<file path="src/rtl/l1_sched_pkg.sv">
// Shared types and defaults for the layer-1 input scheduler.
package l1_sched_pkg;

    typedef enum logic [1:0] {
        IDLE  = 2'd0,
        FETCH = 2'd1,
        DRAIN = 2'd2
    } sched_state_t;

    localparam int DEF_IMG_W  = 28;
    localparam int DEF_IMG_H  = 28;
    localparam int DEF_ADDR_W = 10;
    localparam int PIX_W      = 8;
    localparam int SKID_DEPTH = 2;

endpackage

</file>
<file path="src/rtl/l1_sched_skid.sv">
// Two-entry output FIFO holding {last, data} between memory and the normalize stage.
module l1_sched_skid
    import l1_sched_pkg::*;
#(
    parameter int W = PIX_W + 1
) (
    input  logic         clk,
    input  logic         rst,
    input  logic         flush,
    input  logic         push,
    input  logic [W-1:0] push_data,
    input  logic         pop,
    output logic [W-1:0] head_data,
    output logic         not_empty,
    output logic [1:0]   count
);

    logic [W-1:0] entry [SKID_DEPTH];
    logic         rd_ptr;
    logic         wr_ptr;
    logic [1:0]   count_q;
    logic         push_ok;
    logic         pop_ok;

    assign push_ok   = push && (count_q < 2'(SKID_DEPTH));
    assign pop_ok    = pop && (count_q != 2'd0);
    assign not_empty = (count_q != 2'd0);
    assign count     = count_q;
    assign head_data = not_empty ? entry[rd_ptr] : '0;

    // Pointer and occupancy bookkeeping; flush drops everything stored.
    always_ff @(posedge clk) begin
        if (rst || flush) begin
            rd_ptr  <= 1'b0;
            wr_ptr  <= 1'b0;
            count_q <= 2'd0;
        end else begin
            if (push_ok) wr_ptr <= ~wr_ptr;
            if (pop_ok)  rd_ptr <= ~rd_ptr;
            count_q <= count_q + {1'b0, push_ok} - {1'b0, pop_ok};
        end
    end

    // Storage array; contents are don't-care while the slot is empty.
    always_ff @(posedge clk) begin
        if (push_ok) entry[wr_ptr] <= push_data;
    end

endmodule

</file>
<file path="src/rtl/l1_input_scheduler.sv">
// Raster-order image fetcher feeding the normalize stage with flow control.
// Optional macro L1_SCHED_PAD_EN adds a one-pixel zero border around the frame.
module l1_input_scheduler
    import l1_sched_pkg::*;
#(
    parameter int IMG_W  = DEF_IMG_W,
    parameter int IMG_H  = DEF_IMG_H,
    parameter int ADDR_W = DEF_ADDR_W
) (
    input  logic              clk,
    input  logic              rst,
    input  logic              start,
    input  logic              abort,
    output logic              busy,
    output logic              done,
    output logic              mem_rd_en,
    output logic [ADDR_W-1:0] mem_addr,
    input  logic [PIX_W-1:0]  mem_rdata,
    output logic              pix_valid,
    input  logic              pix_ready,
    output logic [PIX_W-1:0]  pix_data,
    output logic              pix_last
);

    localparam int NPIX = IMG_W * IMG_H;
    localparam logic [ADDR_W-1:0] LAST_ADDR = ADDR_W'(NPIX - 1);

    sched_state_t      state_q;
    sched_state_t      state_d;
    logic [ADDR_W-1:0] addr_q;
    logic              inflight_q;
    logic              inflight_last_q;
    logic              done_q;

    logic              issue;
    logic              slot_last;
    logic              launch;
    logic              abort_now;
    logic              pop;
    logic              credit_ok;
    logic [2:0]        occupancy;
    logic [PIX_W-1:0]  push_pixel;

    logic              fifo_valid;
    logic [PIX_W:0]    fifo_head;
    logic [1:0]        fifo_count;

    assign busy      = (state_q != IDLE);
    assign done      = done_q;
    assign mem_addr  = addr_q;
    assign abort_now = abort && busy;
    assign launch    = (state_q == IDLE) && start && !abort && !rst;
    assign pop       = fifo_valid && pix_ready;
    assign occupancy = {1'b0, fifo_count} + {2'b00, inflight_q} - {2'b00, pop};
    assign credit_ok = (occupancy < 3'd2);

    assign pix_valid = fifo_valid;
    assign pix_data  = fifo_head[PIX_W-1:0];
    assign pix_last  = fifo_head[PIX_W];

`ifdef L1_SCHED_PAD_EN
    localparam int COL_W = $clog2(IMG_W + 2);
    localparam int ROW_W = $clog2(IMG_H + 2);

    logic [COL_W-1:0] col_q;
    logic [ROW_W-1:0] row_q;
    logic             border;
    logic             inflight_zero_q;

    assign border = (col_q == '0) || (col_q == COL_W'(IMG_W + 1)) ||
                    (row_q == '0) || (row_q == ROW_W'(IMG_H + 1));
    assign slot_last  = (col_q == COL_W'(IMG_W + 1)) && (row_q == ROW_W'(IMG_H + 1));
    assign mem_rd_en  = issue && !border;
    assign push_pixel = inflight_zero_q ? '0 : mem_rdata;

    // Output-frame position; border slots travel the pipe as zero pixels with no read.
    always_ff @(posedge clk) begin
        if (rst || abort_now) begin
            col_q           <= '0;
            row_q           <= '0;
            inflight_zero_q <= 1'b0;
        end else begin
            inflight_zero_q <= border;
            if (issue) begin
                if (col_q == COL_W'(IMG_W + 1)) begin
                    col_q <= '0;
                    row_q <= slot_last ? '0 : row_q + ROW_W'(1);
                end else begin
                    col_q <= col_q + COL_W'(1);
                end
            end
        end
    end
`else
    assign slot_last  = (addr_q == LAST_ADDR);
    assign mem_rd_en  = issue;
    assign push_pixel = mem_rdata;
`endif

    // Next-state and slot-issue decision; abort wins over everything but reset.
    always_comb begin
        state_d = state_q;
        issue   = 1'b0;
        case (state_q)
            IDLE: begin
                if (launch) begin
                    issue   = 1'b1;
                    state_d = slot_last ? DRAIN : FETCH;
                end
            end
            FETCH: begin
                if (abort) begin
                    state_d = IDLE;
                end else if (credit_ok) begin
                    issue = 1'b1;
                    if (slot_last) state_d = DRAIN;
                end
            end
            DRAIN: begin
                if (abort) begin
                    state_d = IDLE;
                end else if (pop && fifo_head[PIX_W]) begin
                    state_d = IDLE;
                end
            end
            default: state_d = IDLE;
        endcase
        if (rst) issue = 1'b0;
    end

    // State, read address counter, in-flight tracking and completion pulse.
    always_ff @(posedge clk) begin
        if (rst) begin
            state_q         <= IDLE;
            addr_q          <= '0;
            inflight_q      <= 1'b0;
            inflight_last_q <= 1'b0;
            done_q          <= 1'b0;
        end else begin
            state_q         <= state_d;
            inflight_q      <= issue;
            inflight_last_q <= slot_last;
            done_q          <= (state_q == DRAIN) && !abort && pop && fifo_head[PIX_W];
            if (abort_now) begin
                addr_q <= '0;
            end else if (mem_rd_en) begin
                addr_q <= (addr_q == LAST_ADDR) ? '0 : addr_q + ADDR_W'(1);
            end
        end
    end

    l1_sched_skid #(
        .W(PIX_W + 1)
    ) u_skid (
        .clk       (clk),
        .rst       (rst),
        .flush     (abort_now),
        .push      (inflight_q && !abort_now),
        .push_data ({inflight_last_q, push_pixel}),
        .pop       (pop),
        .head_data (fifo_head),
        .not_empty (fifo_valid),
        .count     (fifo_count)
    );

endmodule

</file>
<file path="config.mk">
export PLATFORM = sky130hd
export DESIGN_NAME = l1_input_scheduler
export DESIGN_NICKNAME = d
export VERILOG_FILES = /design/src/rtl/l1_sched_pkg.sv /design/src/rtl/l1_sched_skid.sv /design/src/rtl/l1_input_scheduler.sv
export SDC_FILE = /design/constraint.sdc
export NUM_CORES = 1
export LEC_CHECK = 0
export CAP_MARGIN = 5
export CORE_MARGIN = 3
export CORE_UTILIZATION = 40
export CTS_CLUSTER_DIAMETER = 120
export DETAILED_ROUTE_END_ITERATION = 8
export PLACE_DENSITY = 0.72
export SYNTH_ARGS = -nofsm -noshare
export SYNTH_HDL_FRONTEND = slang
export SYNTH_SLANG_ARGS = --single-unit
</file>
<file path="constraint.sdc">
create_clock -name clk -period 2.8 [get_ports clk]
set_input_delay 0.42 -clock clk [delete_from_list [all_inputs] [get_ports clk]]
set_output_delay 0.42 -clock clk [all_outputs]
set_load 0.02 [all_outputs]
</file>
[Word-level counts from Yosys, hierarchy flattened]
Memories as Yosys holds them, arrays and structs flattened. A register that Yosys moved wholly into a read port is not among the register bits.
Index checks and enable logic that the tools add are counted.
Word-level totals
  register bits after elaboration: 19
  RAM bits: 18
  input port bits: 13
  output and inout port bits: 23
  memories kept: 1
Operators by class
  add/subtract/negate cells: 5
  magnitude comparators: 2
  equality and inequality tests: 7
  multiplexer cells: 19
  bitwise logic cells: 2
  reductions and logical operators: 21
Memories
  u_skid.entry: words 2, width 9, rd ports 1, clocked after Yosys merged registers in 1, write ports 1, line l1_sched_skid.sv:18  | logic [W-1:0] entry [SKID_DEPTH];
Operators by type and width (count)
  two-way mux 2 bit: 7
  logical AND 1 bit: 12
  adder 10 x 1 -> 10 bit (second input constant): 1
  equality test 10 bit (second input constant): 1
  two-way mux 10 bit: 1
  two-way mux 9 bit: 1
  inequality test 3 bit (second input constant): 3
  two-way mux 1 bit: 8
  case mux 2 bit (3 select lines): 1
  AND reduction 4 bit: 1
  nonzero test 2 bit: 2
  adder 2 x 1 -> 3 bit: 1
  logical NOT 1 bit: 3
  < comparator 3 x 2 -> 1 bit (second input constant): 1
  subtractor 3 x 1 -> 3 bit: 1
  adder 2 x 1 -> 2 bit: 1
  equality test 2 x 1 -> 1 bit (second input constant): 1
  equality test 2 bit (second input constant): 1
  logical NOT 2 bit: 1
  < comparator 2 bit (second input constant): 1
  inequality test 2 bit (second input constant): 1
  inverter 1 bit: 2
  case mux 1 bit (2 select lines): 1
  OR reduction 2 bit: 1
  2 further kinds: 2

[Logic depth before layout (Yosys ltp)]
  word-level depth: 8
  depth in mapped cells: 10

[Cells and area by module]
A second synthesis with hierarchy kept.
Unflattened totals
  cell total of the unflattened synthesis: 152
  area total of the unflattened synthesis: 1681.6 um^2
Modules (own cells, without submodules)
  l1_sched_skid: instances 1, cells an instance 63, area an instance 919.6 um^2, seq. area each 640.6 um^2
  l1_input_scheduler: instances 1, cells an instance 89, area an instance 762.0 um^2, seq. area each 300.3 um^2

[Worst setup path after synthesis]
Ideal clock, no wire load.
  path kind: register to output
  from: register u_skid.count_q[1], in the netlist u_skid.count[1]
  to: output mem_rd_en
  arrival time: 2.602 ns
  data required time: 2.380 ns
  path slack: -0.222 ns
  cell stages (with the launch flop): 10
  path buffers: 1
  cells stage by stage: dfxtp_1 o21ai_0 inv_1 ha_1 nand2b_1 fa_1 xnor2_1 a31oi_1 buf_2 nor2_1
Between the ends
  word-level cells in the longest chain between the ends: 8
  elaborated cells between the ends (all ways): 9
RTL lines
  start, declared: line l1_sched_skid.sv:21  | logic [1:0] count_q;
  start signal, assigned: line l1_sched_skid.sv:40  | count_q <= count_q + {1'b0, push_ok} - {1'b0, pop_ok};
  branches (longest 2 deep; another with adder 2 x 1 -> 3 bit)
  subtractor 3 x 1 -> 3 bit *: line l1_input_scheduler.sv:54  | assign occupancy = {1'b0, fifo_count} + {2'b00, inflight_q} - {2'b00, pop};
  < comparator 3 x 2 -> 1 bit *: line l1_input_scheduler.sv:55  | assign credit_ok = (occupancy < 3'd2);
  two-way mux 1 bit *: line l1_input_scheduler.sv:114  | end else if (credit_ok) begin
  two-way mux 1 bit *: line l1_input_scheduler.sv:112  | if (abort) begin
  case mux 1 bit (2 select lines) *: line l1_input_scheduler.sv:104  | case (state_q)
  two-way mux 1 bit *: line l1_input_scheduler.sv:128  | if (rst) issue = 1'b0;
  end, declared: line l1_input_scheduler.sv:16  | output logic mem_rd_en,
Mark *: on every way between the ends.

[Final worst setup path]
Ends and elaborated chain as after synthesis.

==> impl_metrics.toml <==
[logic_synthesis]
synthFlopType = "dfxtp_1"
yosys_warnings = 0
synthArstFlopShare_pct = 0
synthCells = 165
synth_nets = 183
syn_avg_cell_area_um2 = 10.8
synth-edff-count = 18
syn_area_mm2 = 0.00178
synth-seq-area-share_pct = 52.7
synth_cell_type_count = 44
synth_seq_cells = 38

[clocking]
clk_pin_slew_ps = 70
h-tree-depth = 2
cts_tree = "built"
cts_buffers = 5
clk_latency_ps = 290
clock-sinks = 38
cts_root_buf = "clkbuf_8"
cts_buffer_depth = 2

[pwr]
p_leak_nw = 0.907
power_density_mw_per_mm2 = 818
p_total_mw = 1.97
vdd_drop_max_v = 0.000318

[sta]
whs_ps = 447
rsz0062_at_grt = "true"
max_slew_margin_pct = 52.9
fin_crit_sh_pct = 96.6
fin_ws_ps = 94.5
fmax_mhz = 370
worst_pin_slew_ps = 703
slew_violations = 0
fin_skew_ps = 3.89
hold_violations = 0
min_period_ps = 2710
setup_viol = 0
final.setup.tns_ps = 0

[critical_path]
max_stage_delay_ps = 390
start_kind = "register"
crit_chain = "o21ai_2 -> inv_1 -> ha_1 -> nand2b_4 -> fa_2 -> xnor2_2 -> a31oi_2 -> nor2_2 -> buf_6"
path_class = "reg -> out"
worstSetupEndpointType = "output pin"
cp.buffers_inverters = 2
critical_path.top_delay_family = "adder cells"
cp.required_ps = 2380
slowest_stage = "fa_2"
worstPathArrival_ps = 2290
worstPathMaxFanout = 2

[routing]
wl_um = 4090
vias_per_cell = 5.50
drt_iter0_drc = 96
drtAntennaViolNets = 0
dr.pass1.iters = 4
vias = 1447
drc = 0
routedWlPerCell_um = 15.6

[layout]
layout_commonest_cell = "clkdlybuf4s50_1"
final_cell_mix = "33 x clkdlybuf4s50_1, 20 x nor2_1, 18 x dfxtp_1, 18 x edfxtp_1, 11 x buf_4"
seq_area_um2 = 943
nFillCells = 364
num_antenna_cells = 0
fin_nets = 230
area_delta_synth_final_pct = 35.0
final_layout_size_suffix_gt1_share_pct = 15.5
multi_input_area_um2 = 811
final_cells = 263

[job]
drv_cap = 0

[status]
status = "completed"

[global_routing]
grt.overflow.total = 0
antenna_found_initial = 0
grt_max_degree = 13
grt_first_pass_wirelength_um = 6580
grt_pass1_vias = 1388
grt.total_usage_pct = 16.3

[floorplanning]
die_h_um = 72.8
initial_core_util_pct = 43.1
dieArea_mm2 = 0.00530
core_area_mm2 = 0.00414
dieWidth_um = 72.8
num_rows = 23
ios = 36

[placement]
place_congestion = 0.841
pre_cts_slack_ps = -584
io_buffers = 35
dp_hpwl_um = 2870
placed_cells = 254

[hold_path]
hp-class = "reg -> reg"
synth_stat cells (2+ instances only):
master	n	area [um2]
buf_2	2	10.0
and3_1	6	37.5
nand2b_1	2	12.5
nand2_1	6	22.5
nor2b_1	4	25.0
or4_1	2	15.0
mux2i_1	10	100
a211oi_1	3	22.5
nand4_1	3	18.8
dfxtp_1	20	400
a21oi_1	10	50.1
nor2_1	21	78.8
clkbuf_1	2	7.51
buf_6	2	22.5
and2_1	2	12.5
nor3b_1	2	15.0
a32o_1	2	20.0
nor3_1	2	10.0
and4_1	2	17.5
o211ai_1	3	22.5
edfxtp_1	18	541
o21ai_0	6	30.0
a31o_2	2	17.5
xor2_1	2	17.5
xnor2_1	3	26.3
ha_1	4	50.1
inv_1	6	22.5
nand3_1	2	10.0
kinds of logic (layout without fill, tap and decap cells):
family          Yosys count  in the layout  synth area share, %
flops                    38             38                 52.7
compound gates           33             33                 12.1
simple gates             62             62                 19.6
fa+ha+maj                 5              5                 3.93
xor+xnor                  5              5                 2.45
mux                      10             10                 5.61
buf+inv                  12             60                 3.51
worst register-to-register path, stage by stage, from the launching register on:
cell and delay, ps:
dfxtp_2 330, o21ai_2 160, inv_1 60, ha_1 270, nand2b_4 140, fa_2 390
xnor2_2 180, a31oi_2 140, buf_4 210, or4_1 500, a21oi_1 160
area by class of cell:
| type | instances | area share, % |
|---|---|---|
| Tap cell | 50 | 2.60 |
| Inverter | 6 | 0.935 |
| Clock inverter | 3 | 2.65 |
| Sequential cell | 38 | 39.2 |
| Timing Repair Buffer | 46 | 18.1 |
| Multi-Input combinational cell | 115 | 33.7 |
| Clock buffer | 5 | 2.86 |
routing by layer:
| metal | wire length, um | GRT usage, % |
|---|---|---|
| met1 | 1750 | 19.8 |
| met2 | 2080 | 28.1 |
| met3 | 222 | 3.99 |
| met4 | 40 | 5.74 |
| met5 | 0 | 0 |
timing repair:
item	4_1_cts	5_1_grt
setup endpoints to repair	1	2
gates resized for setup	10	4
pin swaps	3	4
setup buffers	1	0
hold buffers	0	0
stage by stage:
stage / util (%) / cell area, um2
floorplan: - / 1790
global placement: 53.9 / 2230
detailed placement: 53.9 / 2230
CTS: 57.8 / 2400
global route: 58.1 / 2410
finish: 58.1 / 2410
registers in the layout (all words and copies together), names as in the netlist, named ones only:
register	count
u_skid.rd_ptr	1
inflight_last_q	1
mem_addr	10
u_skid.entry	18
state_q	2
u_skid.wr_ptr	1
inflight_q	1
done	1
u_skid.count	2
worst paths after layout:
| check | from | depth (start not counted) | slack (ps) | end |
|---|---|---|---|---|
| worst max-delay path | u_skid.count[1]$_SDFF_PP0_ | 9 | 90 | mem_rd_en |
| worst min-delay path | inflight_last_q$_SDFF_PP0_ | 0 | 450 | u_skid.entry[0][8]$_DFFE_PP_ |
| worst max register to register | u_skid.count[1]$_SDFF_PP0_ | 10 | 210 | mem_addr[0]$_SDFFE_PP0P_ |
| worst min register to register | inflight_last_q$_SDFF_PP0_ | 0 | 450 | u_skid.entry[0][8]$_DFFE_PP_ |
where the power goes:
part           total (mW)  switching, mW  internal, mW
combinational       0.754          0.381         0.373
sequential          0.677         0.0468         0.631
clock               0.540          0.187         0.352
total                1.97          0.615          1.36
Power figures use the tool's default switching activity.
